===== config.mk =====
export PLATFORM = sky130hd
export DESIGN_NAME = ram_arbiter
export DESIGN_NICKNAME = d
export VERILOG_FILES = /design/src/rtl/ram_arbiter.sv
export SDC_FILE = /design/constraint.sdc
export NUM_CORES = 1
export LEC_CHECK = 0
export BUFFER_PORTS_ARGS = -buffer_cell sky130_fd_sc_hd__buf_2
export CAP_MARGIN = 30
export CELL_PAD_IN_SITES_DETAIL_PLACEMENT = 1
export CELL_PAD_IN_SITES_GLOBAL_PLACEMENT = 2
export CORE_MARGIN = 10
export CORE_UTILIZATION = 25
export DETAILED_ROUTE_END_ITERATION = 8
export HOLD_SLACK_MARGIN = 0.1
export PLACE_DENSITY_LB_ADDON = 0.2
export SLEW_MARGIN = 20
export SYNTH_ARGS = -nofsm -noshare
export SYNTH_HDL_FRONTEND = slang
export SYNTH_SLANG_ARGS = --single-unit

===== constraint.sdc =====
create_clock -name clock -period 1.5 [get_ports clock]
set_input_delay 0.3 -clock clock [delete_from_list [all_inputs] [get_ports clock]]
set_output_delay 0.3 -clock clock [all_outputs]
set_load 0.01 [all_outputs]

===== src/rtl/ram_arbiter.sv =====
// ram_arbiter
// Arbitrates two request/acknowledge ports (A and B) onto one single-port
// RAM. Each transaction takes three cycles: IDLE samples the request,
// ACCESS drives the RAM for one cycle, and RESP pulses the owner's ack.
// When both ports request in the same IDLE cycle, the port that was not
// granted last wins.
//
// Ports
//   clock, reset_n              clock; synchronous active-low reset
//   req_x, we_x, addr_x,        requester x (x = a, b): level request held
//   wdata_x                     until ack, write flag, word address, write data
//   ack_x, rdata_x              one-cycle completion pulse; read data that
//                               stays valid after the pulse
//   ram_cs, ram_we, ram_addr,   RAM control and write data. The RAM writes on
//   ram_wdata                   the negedge while ram_cs and ram_we are high.
//   ram_rdata                   asynchronous RAM read data for ram_addr
//   busy                        high whenever the arbiter is not IDLE
module ram_arbiter #(
   parameter int ADDR_W = 5,
   parameter int DATA_W = 32
) (
   input  logic              clock,
   input  logic              reset_n,
   input  logic              req_a,
   input  logic              we_a,
   input  logic [ADDR_W-1:0] addr_a,
   input  logic [DATA_W-1:0] wdata_a,
   output logic              ack_a,
   output logic [DATA_W-1:0] rdata_a,
   input  logic              req_b,
   input  logic              we_b,
   input  logic [ADDR_W-1:0] addr_b,
   input  logic [DATA_W-1:0] wdata_b,
   output logic              ack_b,
   output logic [DATA_W-1:0] rdata_b,
   output logic              ram_cs,
   output logic              ram_we,
   output logic [ADDR_W-1:0] ram_addr,
   output logic [DATA_W-1:0] ram_wdata,
   input  logic [DATA_W-1:0] ram_rdata,
   output logic              busy
);

   typedef enum logic [1:0] {IDLE, ACCESS, RESP} state_t;

   state_t            state_reg, state_next;
   logic              owner_reg, owner_next;            // 0 = A, 1 = B
   logic              last_grant_reg, last_grant_next;  // 0 = A, 1 = B
   logic              ram_cs_reg, ram_cs_next;
   logic              ram_we_reg, ram_we_next;
   logic [ADDR_W-1:0] ram_addr_reg, ram_addr_next;
   logic [DATA_W-1:0] ram_wdata_reg, ram_wdata_next;
   logic              busy_reg, busy_next;
   logic              grant;

   logic [DATA_W-1:0] rdata_arr [2];
   logic              ack_arr   [2];

   // State and RAM-side output registers
   always_ff @(posedge clock) begin
      if (!reset_n) begin
         state_reg      <= IDLE;
         owner_reg      <= 1'b0;
         last_grant_reg <= 1'b1;   // B counts as last, so A wins the first tie
         ram_cs_reg     <= 1'b0;
         ram_we_reg     <= 1'b0;
         ram_addr_reg   <= '0;
         ram_wdata_reg  <= '0;
         busy_reg       <= 1'b0;
      end else begin
         state_reg      <= state_next;
         owner_reg      <= owner_next;
         last_grant_reg <= last_grant_next;
         ram_cs_reg     <= ram_cs_next;
         ram_we_reg     <= ram_we_next;
         ram_addr_reg   <= ram_addr_next;
         ram_wdata_reg  <= ram_wdata_next;
         busy_reg       <= busy_next;
      end
   end

   // Next-state logic. RAM address and write data keep their last value
   // outside ACCESS; chip select and write enable default low.
   always_comb begin
      state_next      = state_reg;
      owner_next      = owner_reg;
      last_grant_next = last_grant_reg;
      ram_cs_next     = 1'b0;
      ram_we_next     = 1'b0;
      ram_addr_next   = ram_addr_reg;
      ram_wdata_next  = ram_wdata_reg;
      busy_next       = 1'b0;
      grant           = 1'b0;
      case (state_reg)
         IDLE: begin
            if (req_a || req_b) begin
               // Tie goes to the port not granted last; otherwise, if only
               // one port requests, req_b alone selects the winner.
               grant          = (req_a && req_b) ? ~last_grant_reg : req_b;
               owner_next     = grant;
               ram_cs_next    = 1'b1;
               ram_we_next    = grant ? we_b    : we_a;
               ram_addr_next  = grant ? addr_b  : addr_a;
               ram_wdata_next = grant ? wdata_b : wdata_a;
               busy_next      = 1'b1;
               state_next     = ACCESS;
            end
         end
         ACCESS: begin
            busy_next  = 1'b1;
            state_next = RESP;
         end
         RESP: begin
            last_grant_next = owner_reg;
            state_next      = IDLE;
         end
         default: state_next = IDLE;
      endcase
   end

   // Per-port response registers. At the end of ACCESS the owner captures
   // ram_rdata (the RAM has already written at the mid-cycle negedge, so a
   // write returns the written word) and raises its ack for the RESP cycle.
   genvar gi;
   for (gi = 0; gi < 2; gi++) begin : g_port
      logic [DATA_W-1:0] rdata_reg;
      logic              ack_reg;
      logic              own;

      assign own = (state_reg == ACCESS) && (owner_reg == 1'(gi));

      always_ff @(posedge clock) begin
         if (!reset_n) begin
            rdata_reg <= '0;
            ack_reg   <= 1'b0;
         end else begin
            ack_reg <= own;
            if (own) begin
               rdata_reg <= ram_rdata;
            end
         end
      end

      assign rdata_arr[gi] = rdata_reg;
      assign ack_arr[gi]   = ack_reg;
   end

   assign ack_a     = ack_arr[0];
   assign ack_b     = ack_arr[1];
   assign rdata_a   = rdata_arr[0];
   assign rdata_b   = rdata_arr[1];
   assign ram_cs    = ram_cs_reg;
   assign ram_we    = ram_we_reg;
   assign ram_addr  = ram_addr_reg;
   assign ram_wdata = ram_wdata_reg;
   assign busy      = busy_reg;

endmodule


==> impl_metrics.env, run 1 <==
export IMPL_outcome="completed"
export IMPL_place_congestion=0.796
export IMPL_hold_viol=0
export IMPL_synth_cell_type_count=29
export IMPL_syn_to_final_growth_pct=38.0
export IMPL_skew_ns=0.00434
export IMPL_crit_chain="or3b_1 > buf_4 > nand2_1 > a21oi_1"
export IMPL_synth_area_um2=4390
export IMPL_finalCritPeriodShare=0.907
export IMPL_synth_seq_area_share=0.502
export IMPL_placed_cells=939
export IMPL_synthArstFlopShare=0
export IMPL_yosysTopAreaCell="dfxtp_1"
export IMPL_wl_mm=17.2
export IMPL_critPathCaptureType="flip-flop"
export IMPL_die_area_um2=23300
export IMPL_synth_seq_cells=110
export IMPL_antenna_found_initial=2
export IMPL_antenna_left=0
export IMPL_io_pins=218
export IMPL_final_cell_count_no_fill=955
export IMPL_synth_fp_nets=636
export IMPL_numCtsBuffers=9
export IMPL_worst_pin_slew_ns=0.428
export IMPL_wl_per_cell_um=18.0
export IMPL_synth_edf_count=0
export IMPL_drc=0
export IMPL_p_leak_nw=2.73
export IMPL_worstSetupPathType="reg2reg"
export IMPL_critPathArrivalTime_ns=1.59
export IMPL_fin_crit_ns=1.36
export IMPL_htreeDepth=3
export IMPL_dp_hpwl_mm=13.1
export IMPL_start_util=0.255
export IMPL_vias=4413
export IMPL_fin_util=0.351
export IMPL_rsz0062_at_grt="no"
export IMPL_ys_warn_count=0
export IMPL_grt_max_degree=64
export IMPL_coreArea_um2=17200
export IMPL_synthTopCellsByArea="dfxtp_1, nand2_1, a21oi_1, a311oi_2, clkbuf_1"
export IMPL_path_clk_slew_ns=0.07
export IMPL_final_setup_tns_ns=0
export IMPL_nNetsFinal=838
export IMPL_cp_required_ns=1.73
export IMPL_cts_path_max_buffers=2
export IMPL_worstSkewPairLatency_ns=0.35
export IMPL_power_density_nw_per_um2=1140
export IMPL_postCtsHoldBufs=0
export IMPL_placed_area_um2=5760
export IMPL_rows=48
export IMPL_totalPowerFinal_mw=6.92
export IMPL_start_kind="flip-flop"
export IMPL_drtIter0Drc=134
export IMPL_io_buffers=217
export IMPL_vdd_drop_max_mv=0.514
export IMPL_critical_path_slowest_cell="dfxtp_1"
export IMPL_cts_tree="built"
export IMPL_grt_use_total=0.142
export IMPL_synthCells=524
export IMPL_overflow=0
export IMPL_drive_above_1_share=0.395
export IMPL_synth_ff_type="dfxtp_1"
export IMPL_fp_dieW_um=153
export IMPL_grt_pass1_wl_mm=26.9
export IMPL_cp_max_fo=20
export IMPL_maxCapViolations=0
export IMPL_diodes=0
export IMPL_setup_viol=0
export IMPL_hold_path_class="in2reg"
export IMPL_fmax_mhz=735
export IMPL_avgSynthCellArea_um2=8.38
export IMPL_die_height_um=153
export IMPL_synth_most_common_cell="nand2_1"
export IMPL_ys_top_cells_by_count="nand2_1, dfxtp_1, a21oi_1, a311oi_2, clkbuf_1"
export IMPL_cts_root_buf="clkbuf_16"
export IMPL_slowest_delay_ns=0.42
export IMPL_yosys_area_top_type_share=0.502
export IMPL_slew_headroom=0.715
export IMPL_postLayoutCellArea_um2=6060
export IMPL_cts_sinks=110
export IMPL_vias_per_cell=4.62
export IMPL_first_global_vias=4964
export IMPL_fillers=2129
export IMPL_drv_slew=0
export IMPL_drt_pre_antenna_iters=4
-- kinds of logic (layout without fill, tap and decap cells) --
logic type      after synthesis  count (layout)  synth area share
compound gates              143             143             0.241
buf+inv                      50             255            0.0570
flops                       110             110             0.502
mux                           1               1           0.00228
simple gates                220             221             0.198
-- through the flow --
| stage | setup WS (ns) | hold WS [ns] |
|---|---|---|
| 3_5_place_dp | 0.00291 | 0.445 |
| 5_1_grt | 0.0190 | 0.188 |
| 6_report | 0.139 | 0.191 |
| 3_3_place_gp | 0.0425 | 0.439 |
| 2_1_floorplan | 0.192 | 0.362 |
| 4_1_cts | 0.0280 | 0.178 |
-- cell type report --
cell class	instances	area (um^2)	share of cell area
flip-flops and latches	110	2200	0.364
inverters	4	16.3	0.00269
well taps	225	282	0.0465
clock buffers	9	225	0.0372
repair buffers	236	1320	0.217
multi-input cells	365	1950	0.322
clock inverters	6	62.6	0.0103
-- routing by layer --
metal	vias to the layer above	GRT usage	part of all wire
met1	2075	0.171	0.45
met4	4	0.0441	0.013
li1	2163	-	-
met5	-	0	0.0012
met2	155	0.222	0.44
met3	16	0.0635	0.092
-- placed cells by master (no fill, tap or decap), drive strengths merged --
master    n
nand2   207
nand3b    1
nand3     1
a311oi   37
nor3      1
nand2b    1
inv       4
nor2      2
and3      1
clkbuf    9
or2       1
mux2i     1
a21boi    2
nor3b     1
buf     236
a21oi   102
bufinv    1
a21bo     1
clkinv    5
nor2b     1
or3b      1
and2      2
dfxtp   110
and3b     1
o21a      1
-- worst paths after layout --
kind	slack (ns)	from	to	cells past startpoint
worst max-delay path	0.14	state_reg[0]	rdata_a[19]	4
worst min-delay path	0.19	reset_n	last_grant_reg	2
worst max register to register	0.14	state_reg[0]	rdata_a[19]	4
worst min register to register	0.45	rdata_a[12]	rdata_a[12]	2
-- power breakdown --
| group | internal, mW | switching [mW] |
|---|---|---|
| Combinational | 0.533 | 0.747 |
| Clock | 1.29 | 1.11 |
| Sequential | 3.12 | 0.120 |
| Total | 4.94 | 1.98 |
-- timing repair --
action	in CTS	in global routing
hold endpoints to repair	0	0
resized for setup	0	1
endpoints found under the setup margin	0	37
setup buffers	0	0
-- worst max-delay path, delay by kind of cell (launching register included) --
| kind | cells | cell delay (ns) |
|---|---|---|
| AND/OR/NAND/NOR | 2 | 0.52 |
| AO/OA/AOI/OAI | 1 | 0.06 |
| buffers and inverters | 1 | 0.24 |
| flip-flops | 1 | 0.42 |
(Power assumes the default switching activity.)
==> run 2, diff against run 1 <==
- PLACE_DENSITY_LB_ADDON: 0.2 -> 0.1
==> run 2 against run 1 <==
Cell area grew 0.48%. Setup slack gained 0.018 ns. First-iteration DRC count shrank 1.5%. Fmax increased by 1.4%. Critical endpoint is now ram_wdata[24]. Largest power group unchanged.
==> impl_metrics.env, run 2 (same netlist as run 1, synthesis figures left out) <==
export IMPL_wl_met1_mm=7.70
export IMPL_cp_required_ns=1.76
export IMPL_finalCritPeriodShare=0.895
export IMPL_diodes=0
export IMPL_cts_sinks=110
export IMPL_pwr_share_comb=0.181
export IMPL_placed_area_um2=5740
export IMPL_p_int_mw=5.14
export IMPL_postLayoutCellArea_um2=6080
export IMPL_hold_path_class="in2reg"
export IMPL_hold_worst_slack_ns=0.184
export IMPL_p_clk_frac=0.370
export IMPL_finalWorstSetupSlack_ns=0.157
export IMPL_grt_max_degree=55
export IMPL_start_kind="flip-flop"
export IMPL_maxCapViolations=0
export IMPL_placed_cells=940
export IMPL_worstSkewPairLatency_ns=0.35
export IMPL_fillers=2126
export IMPL_skew_ns=0.00522
export IMPL_swShare=0.284
export IMPL_vdd_drop_max_mv=0.536
export IMPL_syn_to_final_growth_pct=38.6
export IMPL_setup_viol=0
export IMPL_start_util=0.255
export IMPL_drt_pre_antenna_iters=4
export IMPL_die_area_um2=23300
export IMPL_htreeDepth=3
export IMPL_die_height_um=153
export IMPL_fin_util=0.353
export IMPL_vias_per_cell=4.61
export IMPL_wl_met3_mm=1.49
export IMPL_drtIter0Drc=132
export IMPL_rows=48
export IMPL_critPathArrivalTime_ns=1.61
export IMPL_vias=4414
export IMPL_coreArea_um2=17200
export IMPL_cp_max_fo=27
export IMPL_numCtsBuffers=9
export IMPL_outcome="completed"
export IMPL_totalPowerFinal_mw=7.19
export IMPL_fmax_mhz=745
export IMPL_path_clk_slew_ns=0.08
export IMPL_first_global_vias=4891
export IMPL_switchingPower_mw=2.04
export IMPL_drive_above_1_share=0.396
export IMPL_p_seq_frac=0.449
export IMPL_nNetsFinal=839
export IMPL_wl_per_cell_um=18.2
export IMPL_rsz0062_at_grt="no"
export IMPL_io_pins=218
export IMPL_place_congestion=0.749
export IMPL_layout_commonest_cell="buf_2"
export IMPL_fp_dieW_um=153
export IMPL_fin_crit_ns=1.34
export IMPL_cts_tree="built"
export IMPL_power_density_nw_per_um2=1180
export IMPL_grt_pass1_wl_mm=26.9
export IMPL_pre_cts_slack_ns=-0.00828
export IMPL_cts_path_max_buffers=2
export IMPL_grt_use_total=0.142
export IMPL_wl_met2_mm=8.02
export IMPL_cts_root_buf="clkbuf_16"
export IMPL_io_buffers=217
export IMPL_antenna_found_initial=0
export IMPL_final_cell_mix="buf_2, nand2_1, dfxtp_1, a21oi_1, a311oi_2"
export IMPL_final_cell_count_no_fill=957
export IMPL_worstSetupPathType="reg2reg"
export IMPL_worst_pin_slew_ns=0.448
export IMPL_dp_hpwl_mm=12.9
export IMPL_p_leak_nw=2.74
export IMPL_slew_headroom=0.702
export IMPL_drv_slew=0
export IMPL_final_setup_tns_ns=0
export IMPL_drc=0
export IMPL_overflow=0
export IMPL_wl_mm=17.4
export IMPL_hold_viol=0
export IMPL_critPathCaptureType="flip-flop"
export IMPL_top_layer="met4"
export IMPL_antenna_left=0
[run 2: final cells by class]
cell class                      count  area [um^2]  share of cell area
Inverter                            4         16.3             0.00267
Clock inverter                      7          105              0.0173
Tap cell                          225          282              0.0463
Timing Repair Buffer              237         1300               0.214
Multi-Input combinational cell    365         1950               0.321
Sequential cell                   110         2200               0.362
Clock buffer                        9          225              0.0370
[run 2: worst paths after layout]
path | to | cells after the start | slack [ns] | startpoint
worst max-delay path | ram_wdata[24] | 4 | 0.16 | state_reg[1]
worst min register to register | rdata_b[3] | 2 | 0.46 | rdata_b[3]
worst max register to register | ram_wdata[24] | 4 | 0.16 | state_reg[1]
worst min-delay path | last_grant_reg | 2 | 0.18 | reset_n
[run 2: metal layers]
| metal | vias to the layer above | GRT usage |
|---|---|---|
| li1 | 2168 | - |
| met1 | 2077 | 0.166 |
| met2 | 151 | 0.232 |
| met3 | 18 | 0.0581 |
| met4 | 0 | 0.0468 |
| met5 | - | 0 |
[run 2: critical path, cell delays in order, from the launching register on]
cell      delay [ns]
dfxtp_1         0.34
nor2_2          0.23
buf_6           0.29
a21oi_1         0.12
a311oi_2        0.27
[run 2: timing repair]
action                                  in CTS  in global routing
gates resized for setup                      0                  2
buffers inserted                             0                  0
endpoints found under the setup margin       0                 33
hold buffers                                 0                  0
[run 2: power groups by stage]
stage                     clock [mW]  combinational, mW  sequential [mW]
final                           2.66               1.30             3.23
after global routing            2.90               1.43             3.26
after CTS                       2.77               1.31             3.23
after detailed placement           0               1.31             3.30
after global placement             0               1.29             3.29
after floorplan                    0              0.629             3.38
==> run 3, diff against run 2 <==
- CELL_PAD_IN_SITES_GLOBAL_PLACEMENT: 2 -> 1
- CORE_UTILIZATION: 25 -> 32
==> run 3 against run 2 <==
Worst hold slack better by 0.0070 ns. Register-to-register slack worse by 0.07 ns. Via count decreased by 0.23%. Critical path depth down 1. Clock skew about the same. Utilization up 9.6 points. Fmax down 5.0%.
==> impl_metrics.env, run 3 (same netlist as run 1, synthesis figures left out) <==
export IMPL_wl_per_cell_um=18.0
export IMPL_crit_chain="nor2_2 > and2_2 > a311oi_2"
export IMPL_coreArea_um2=13300
export IMPL_antenna_left=0
export IMPL_worst_r2r_startpoint="state_reg[0]"
export IMPL_p_seq_frac=0.457
export IMPL_die_height_um=137
export IMPL_drive_above_1_share=0.395
export IMPL_crit_path_start="state_reg[0]"
export IMPL_cts_tree="built"
export IMPL_vias_per_cell=4.86
export IMPL_layout_commonest_cell="buf_2"
export IMPL_worstSkewPairLatency_ns=0.35
export IMPL_final_cell_count_no_fill=907
export IMPL_die_area_um2=18800
export IMPL_swShare=0.268
export IMPL_ff2ff_setup_slack_ns=0.09
export IMPL_drtIter0Drc=141
export IMPL_wl_mm=16.4
export IMPL_rows=42
export IMPL_fin_crit_ns=1.41
export IMPL_drv_slew=0
export IMPL_numCtsBuffers=9
export IMPL_path_clk_slew_ns=0.07
export IMPL_fin_util=0.449
export IMPL_wl_met2_mm=7.77
export IMPL_switchingPower_mw=1.90
export IMPL_cp_max_fo=18
export IMPL_critPathArrivalTime_ns=1.61
export IMPL_hold_viol=0
export IMPL_p_clk_frac=0.365
export IMPL_vdd_drop_max_mv=0.522
export IMPL_postLayoutCellArea_um2=6000
export IMPL_grt_pass1_wl_mm=24.9
export IMPL_critical_path_slowest_cell="and2_2"
export IMPL_antenna_found_initial=2
export IMPL_slew_headroom=0.633
export IMPL_crit_buf_inv=0
export IMPL_nNetsFinal=839
export IMPL_cts_sinks=110
export IMPL_skew_ns=0.00560
export IMPL_drc=0
export IMPL_cp_required_ns=1.70
export IMPL_hold_depth=2
export IMPL_dp_hpwl_mm=12.4
export IMPL_diodes=0
export IMPL_hold_path_class="in2reg"
export IMPL_setup_viol=0
export IMPL_multiInputGateArea_um2=1950
export IMPL_critPathCaptureType="flip-flop"
export IMPL_drt_pre_antenna_iters=4
export IMPL_worst_hold_startpoint="reset_n"
export IMPL_finalCritPeriodShare=0.942
export IMPL_overflow=0
export IMPL_hold_worst_slack_ns=0.191
export IMPL_r2r_cells=3
export IMPL_io_pins=218
export IMPL_final_setup_tns_ns=0
export IMPL_fmax_mhz=708
export IMPL_io_buffers=217
export IMPL_grt_max_degree=45
export IMPL_ff_latch_area_um2=2200
export IMPL_fillers=1654
export IMPL_start_util=0.329
export IMPL_power_density_nw_per_um2=1180
export IMPL_p_int_mw=5.18
export IMPL_wl_met3_mm=1.62
export IMPL_cts_path_max_buffers=2
export IMPL_grt_use_total=0.167
export IMPL_postCtsHoldBufs=0
export IMPL_post_cts_resized=0
export IMPL_min_to="last_grant_reg"
export IMPL_start_kind="flip-flop"
export IMPL_outcome="completed"
export IMPL_worstSetupPathType="reg2reg"
export IMPL_rsz0062_at_grt="yes"
export IMPL_crit_family="simple AND/OR/NAND/NOR gates"
export IMPL_slowest_delay_ns=0.53
export IMPL_final_cell_mix="buf_2, nand2_1, dfxtp_1, a21oi_1, a311oi_2"
export IMPL_worst_pin_slew_ns=0.550
export IMPL_cts_root_buf="clkbuf_16"
export IMPL_htreeDepth=3
export IMPL_p_leak_nw=2.73
export IMPL_placed_area_um2=5670
export IMPL_r2r_end="ram_wdata[30]"
export IMPL_wl_met1_mm=6.67
export IMPL_syn_to_final_growth_pct=36.7
export IMPL_maxCapViolations=0
export IMPL_pwr_share_comb=0.178
export IMPL_place_congestion=0.780
export IMPL_placed_cells=891
export IMPL_fp_dieW_um=137
export IMPL_vias=4404
export IMPL_cts_setup_buffers=0
export IMPL_first_global_vias=4689
export IMPL_top_layer="met5"
[run 3: per-stage QoR]
step	power [mW]	setup WS, ns
2_1_floorplan	4.01	0.192
3_3_place_gp	4.54	0.0772
3_5_place_dp	4.58	0.0395
4_1_cts	7.20	0.0252
5_1_grt	7.46	-0.0203
6_report	7.08	0.0870
[run 3: power groups by stage]
stage | clock network [mW] | logic, mW | registers, mW
2_1_floorplan | 0 | 0.629 | 3.38
3_3_place_gp | 0 | 1.24 | 3.29
3_5_place_dp | 0 | 1.28 | 3.30
4_1_cts | 2.68 | 1.28 | 3.24
5_1_grt | 2.81 | 1.40 | 3.26
6_report | 2.59 | 1.26 | 3.24
[run 3: layout make-up]
type,count,share of cell area
Sequential cell,110,0.367
Inverter,4,0.00271
Clock buffer,11,0.0421
Timing Repair Buffer,237,0.214
Tap cell,176,0.0367
Clock inverter,4,0.0117
Multi-Input combinational cell,365,0.325
[run 3: worst reg2reg max path, stage by stage (launching register included)]
cell,delay (ns)
dfxtp_1,0.37
nor2_2,0.19
and2_2,0.53
a311oi_2,0.17
[run 3: worst max path at each step]
stage / endpoint / cells past startpoint / slack, ns
after global routing: ram_wdata[16] / 3 / -0.02
after detailed placement: ram_wdata[24] / 5 / 0.04
after floorplan: ram_wdata[10] / 6 / 0.19
after CTS: ram_addr[1] / 3 / 0.03
after global placement: ram_addr[0] / 4 / 0.08
final: ram_wdata[30] / 3 / 0.09
[run 3: metal layers]
| layer | global-route usage | vias up |
|---|---|---|
| met5 | 0 | - |
| met4 | 0.0632 | 2 |
| met3 | 0.0689 | 20 |
| met2 | 0.276 | 148 |
| met1 | 0.188 | 2065 |
| li1 | - | 2169 |
